<file path="src/rtl/tx_pkg.sv">
// Shared definitions for the 4x4 forward integer core transform.
// Holds the default element widths, the controller state encoding, the
// row-major element index helper and the derived intermediate widths.
package tx_pkg;

    localparam int DEF_IN_W  = 9;
    localparam int DEF_OUT_W = 16;

    typedef enum logic [1:0] {
        IDLE = 2'd0,
        ROW  = 2'd1,
        COL  = 2'd2,
        DONE = 2'd3
    } tx_state_e;

    // Row-major element index: row*4 + col.
    function automatic logic [3:0] elem_idx(input logic [1:0] row, input logic [1:0] col);
        return {row, col};
    endfunction

    // Row pass grows by 3 bits, column pass by another 3.
    function automatic int row_w(input int in_w);
        return in_w + 3;
    endfunction

    function automatic int col_w(input int in_w);
        return in_w + 6;
    endfunction

endpackage

</file>
<file path="src/rtl/fwd_tx_1d.sv">
// Combinational 4-point forward core transform butterfly.
// Ports:
//   a_i : four signed W-bit inputs, element k at [k*W +: W]
//   y_o : four signed (W+3)-bit outputs, element k at [k*(W+3) +: W+3]
// Full precision: no truncation anywhere.
module fwd_tx_1d #(
    parameter int W = 15
) (
    input  logic [4*W-1:0]     a_i,
    output logic [4*(W+3)-1:0] y_o
);

    localparam int OW = W + 3;

    logic signed [OW-1:0] a0, a1, a2, a3;
    logic signed [OW-1:0] s0, s1, d0, d1;

    always_comb begin
        a0 = OW'($signed(a_i[0*W +: W]));
        a1 = OW'($signed(a_i[1*W +: W]));
        a2 = OW'($signed(a_i[2*W +: W]));
        a3 = OW'($signed(a_i[3*W +: W]));

        s0 = a0 + a3;
        s1 = a1 + a2;
        d0 = a0 - a3;
        d1 = a1 - a2;

        y_o = '0;
        y_o[0*OW +: OW] = s0 + s1;
        y_o[1*OW +: OW] = (d0 <<< 1) + d1;
        y_o[2*OW +: OW] = s0 - s1;
        y_o[3*OW +: OW] = d0 - (d1 <<< 1);
    end

endmodule

</file>
<file path="src/rtl/int4x4_fwd_transform.sv">
// 4x4 forward integer core transform Y = H*X*H^T using one shared
// butterfly: four row passes into T, then four column passes into Y.
// Ports:
//   clk, rst        : clock, asynchronous active-high reset
//   residual_in     : 16 signed IN_W elements, i = row*4+col
//   residual_valid  : input block valid
//   residual_ready  : block can accept input (IDLE only)
//   coeff_out       : 16 signed OUT_W coefficients, i = row*4+col
//   coeff_valid     : coeff_out valid (DONE only)
//   coeff_ready     : downstream accepts coeff_out
//
// state | meaning
// IDLE  | waiting for a residual block, residual_ready high
// ROW   | idx = row r, writes row r of T = X*H^T
// COL   | idx = col c, writes column c of Y = H*T
// DONE  | coeff_valid high, coeff_out held until coeff_ready
module int4x4_fwd_transform
    import tx_pkg::*;
#(
    parameter int IN_W  = DEF_IN_W,
    parameter int OUT_W = DEF_OUT_W
) (
    input  logic                 clk,
    input  logic                 rst,
    input  logic [16*IN_W-1:0]   residual_in,
    input  logic                 residual_valid,
    output logic                 residual_ready,
    output logic [16*OUT_W-1:0]  coeff_out,
    output logic                 coeff_valid,
    input  logic                 coeff_ready
);

    localparam int ROW_W = row_w(IN_W);
    localparam int COL_W = col_w(IN_W);
    localparam int BF_W  = COL_W + 3;

    if (OUT_W < COL_W) begin : g_bad_out_w
        $error("int4x4_fwd_transform: OUT_W must be at least IN_W+6");
    end

    tx_state_e            state_q, state_d;
    logic [1:0]           idx_q, idx_d;
    logic [16*IN_W-1:0]   x_q;
    logic [16*ROW_W-1:0]  t_q;
    logic [16*OUT_W-1:0]  coeff_q;
    logic [4*COL_W-1:0]   bf_a;
    logic [4*BF_W-1:0]    bf_y;
    logic [11:0]          unused_bf_hi;

    always_comb begin
        state_d = state_q;
        idx_d   = idx_q;
        unique case (state_q)
            IDLE: begin
                if (residual_valid) begin
                    state_d = ROW;
                    idx_d   = 2'd0;
                end
            end
            ROW: begin
                idx_d = idx_q + 2'd1;
                if (idx_q == 2'd3) state_d = COL;
            end
            COL: begin
                idx_d = idx_q + 2'd1;
                if (idx_q == 2'd3) state_d = DONE;
            end
            DONE: begin
                if (coeff_ready) state_d = IDLE;
            end
            default: state_d = IDLE;
        endcase
    end

    // The butterfly runs at column width; row operands are sign-extended.
    always_comb begin
        bf_a = '0;
        for (int k = 0; k < 4; k++) begin
            if (state_q == COL)
                bf_a[k*COL_W +: COL_W] =
                    COL_W'($signed(t_q[elem_idx(2'(k), idx_q)*ROW_W +: ROW_W]));
            else
                bf_a[k*COL_W +: COL_W] =
                    COL_W'($signed(x_q[elem_idx(idx_q, 2'(k))*IN_W +: IN_W]));
        end
    end

    fwd_tx_1d #(.W(COL_W)) u_bf (
        .a_i (bf_a),
        .y_o (bf_y)
    );

    // Top three butterfly bits never carry magnitude for in-range data.
    for (genvar k = 0; k < 4; k++) begin : g_unused
        assign unused_bf_hi[k*3 +: 3] = bf_y[k*BF_W + COL_W +: 3];
    end

    always_ff @(posedge clk or posedge rst) begin
        if (rst) begin
            state_q <= IDLE;
            idx_q   <= 2'd0;
            x_q     <= '0;
            t_q     <= '0;
            coeff_q <= '0;
        end else begin
            state_q <= state_d;
            idx_q   <= idx_d;
            if (state_q == IDLE && residual_valid)
                x_q <= residual_in;
            if (state_q == ROW)
                for (int k = 0; k < 4; k++)
                    t_q[elem_idx(idx_q, 2'(k))*ROW_W +: ROW_W] <= bf_y[k*BF_W +: ROW_W];
            if (state_q == COL)
                for (int k = 0; k < 4; k++)
                    coeff_q[elem_idx(2'(k), idx_q)*OUT_W +: OUT_W] <=
                        OUT_W'($signed(bf_y[k*BF_W +: COL_W]));
        end
    end

    assign residual_ready = (state_q == IDLE);
    assign coeff_valid    = (state_q == DONE);
    assign coeff_out      = coeff_q;

endmodule

</file>
<file path="config.mk">
export PLATFORM = sky130hd
export DESIGN_NAME = int4x4_fwd_transform
export DESIGN_NICKNAME = d
export VERILOG_FILES = /design/src/rtl/tx_pkg.sv /design/src/rtl/fwd_tx_1d.sv /design/src/rtl/int4x4_fwd_transform.sv
export SDC_FILE = /design/constraint.sdc
export NUM_CORES = 1
export LEC_CHECK = 0
export ABC_AREA = 1
export ABC_CLOCK_PERIOD_IN_PS = 23100
export CORE_MARGIN = 4
export CORE_UTILIZATION = 35
export DETAILED_ROUTE_END_ITERATION = 16
export PLACE_DENSITY = 0.59
export SKIP_LAST_GASP = 1
export SLEW_MARGIN = 20
export SYNTH_ARGS = -nofsm -noshare
export SYNTH_HDL_FRONTEND = slang
export SYNTH_HIERARCHICAL = 1
export SYNTH_SLANG_ARGS = --single-unit
</file>
<file path="constraint.sdc">
create_clock -name clk -period 23.1 [get_ports clk]
set_input_delay 6.93 -clock clk [delete_from_list [all_inputs] [get_ports clk]]
set_output_delay 6.93 -clock clk [all_outputs]
set_load 0.01 [all_outputs]
</file>
==> impl_metrics.csv <==
group,metric,value,unit
clock_network,ctsHoldBuffers,0,
sta,min_period,9.90,ns
sta,final.setup_skew,0.0534,ns
grt,antenna_found_initial,4,
grt,grt_use_total,0.281,
hold_path,min-delay-path-class,"register to register",
clock_network,cts_resized,0,
sta,setup_tns,0,ns
synth,syn_avg_cell_area,7.85,um^2
setup_path,worst_setup_path_end_kind,"async pin",
routing,drtAntennaViolNets,0,
setup_path,cpPeakStageDelay,0.87,ns
grt,grt_first_pass_wirelength,212,mm
synth,synthesis.instances,4303,
placement,dp.final_hpwl,113,mm
routing,route.detailed.wl_per_inst,25.1,um
final_layout,num-nets-final,4855,
clock_network,cts_root_buffer,"clkbuf_16",
synth,yosys_warn_count,6,
sta,fmax,101,MHz
setup_path,crit_chain,"clkdlybuf4s50_1, clkinvlp_4, buf_4, buf_4, buf_4",
final_layout,fillers,9886,
clock_network,cts_num_sinks,580,
setup_path,cpLargestDelayFamily,"buffers and inverters",
grt,number_of_global_route_vias_before_repair,31500,
die,core_outline_area,95400,um^2
clock_network,clockBufferDepth,3,
die,floorplan.die_area,102000,um^2
synth,synth_area,33800,um^2
sta,finalSetupViolations,0,
sta,unrepaired_setup_endpoints_after_global_routing,"false",
setup_path,classification_of_the_worst_setup_path,"input port to async pin",
grt,grt_start_max_net_pins,167,
setup_path,worst_path_most_repeated_cell,"buf_4",
setup_path,r2r_slack,14.95,ns
run,drv_cap,0,
die,die_width,319,um
final_layout,instances_no_fill,5893,
setup_path,worstSetupStartpointType,"input port",
routing,post-route-drc-count,0,
final_layout,area_growth_syn_to_layout,21.3,%
synth,syn_nets,4583,
routing,route.final.wire_length,148,mm
die,die_y,319,um
final_layout,final_layout_size_suffix_gt1_frac,0.0921,
clock_network,cts_htree_levels,3,
sta,transition_time_at_the_pin_with_the_least_slew_margin,1.13,ns
sta,hold_violations,0,
final_layout,seq_area,14500,um^2
sta,fraction_of_the_cycle_the_final_worst_path_needs,0.428,
die,fp-row-count,113,
routing,starting_drc_count_in_detailed_routing,3482,
clock_network,cts-buffers-inserted,69,
placement,place_worst_setup_slack,12.44,ns
setup_path,crit_path_top_delay_cell,"buf_4",
sta,slew_headroom,0.245,
setup_path,crit_path_max_fanout,75,
sta,fin_ws,13.20,ns
placement,place_inst,5769,
grt,grt_overflow_total,0,
clock_network,post-cts-setup-buffers,0,
placement,io_buffer_count,405,
routing,vias,32200,
outcome,status,"finished, final reports clean",
die,num_io_pins,406,
routing,dr.pass1.iters,6,
setup_path,worstPathBufferInverterCount,5,
die,initial_utilization,0.354,
setup_path,worst-endpoint-arrival,10.55,ns
routing,drt-vias-per-instance,5.47,
sta,final_max_slew_viol_count,0,
clock_network,tritoncts_clock_tree,"built",
clock_network,cts.reportedPaths.clkPinSlew,0.06,ns
clock_network,insertion_delay,0.65,ns
final_layout,multi_input_area,16700,um^2
placement,globalplace.congestion,1.03,
setup_path,cp.required,23.75,ns
final_layout,layout.core_utilization,0.429,
[layer usage]
metal / GRT usage / part of all wire
met3: 0.0699 / 0.089
met1: 0.340 / 0.38
met4: 0.158 / 0.066
met5: 0 / 0.000088
met2: 0.456 / 0.46
[layout make-up]
class | count | share of cell area
clock inverter | 26 | 0.00748
sequential | 580 | 0.354
clock buffer | 95 | 0.0488
timing repair buffer | 469 | 0.111
multi-input combinational | 3112 | 0.408
tap | 1265 | 0.0386
antenna | 3 | 0.000183
inverter | 343 | 0.0317
[metrics by stage]
stage                     hold slack [ns]  cell area [um^2]
after detailed placement            0.461             38700
after floorplan                     0.444             33800
after CTS                           0.479             41000
after global routing                0.492             41000
final                               0.478             41000
after global placement              0.458             38700
[path summary, 6_finish.rpt]
path,startpoint,to,cells after the start
max,rst,t_q[165],5
min,coeff_out[91],coeff_out[91],2
max reg2reg,idx_q[0],coeff_out[111],30
min reg2reg,coeff_out[91],coeff_out[91],2
max in group clk,residual_valid,x_q[39],5
min in group asynchronous,rst,t_q[114],2
[cell usage in the layout (no fill, tap or decap), types with 72 or more instances in the layout]
master / instances
mux2_2: 144
nand2_1: 1189
clkbuf_16: 72
inv_1: 317
nand3_1: 168
dfrtp_1: 578
clkdlybuf4s50_1: 405
a21oi_1: 247
o21ai_0: 420
o22ai_1: 100
xor2_1: 78
ha_1: 122
nor2_1: 347
[state kept, by name, summed over array words and instances (netlist names)]
name / cells
coeff_out: 240
idx_q: 2
state_q: 2
t_q: 192
x_q: 144
[worst reg2reg max path, delay by kind of cell (launching register included)]
family                   cells  cell delay [ns]
AND/OR/NAND/NOR              8             0.85
flip-flops                   1             0.57
adder cells (fa/ha/maj)      2             0.87
buffers and inverters        6             1.84
AO/OA/AOI/OAI               12             2.89
XOR/XNOR                     2             1.06
Power is left out: the tool's default activity adds up to more than one toggle a clock period on the data nets, which glitch-free logic cannot reach.
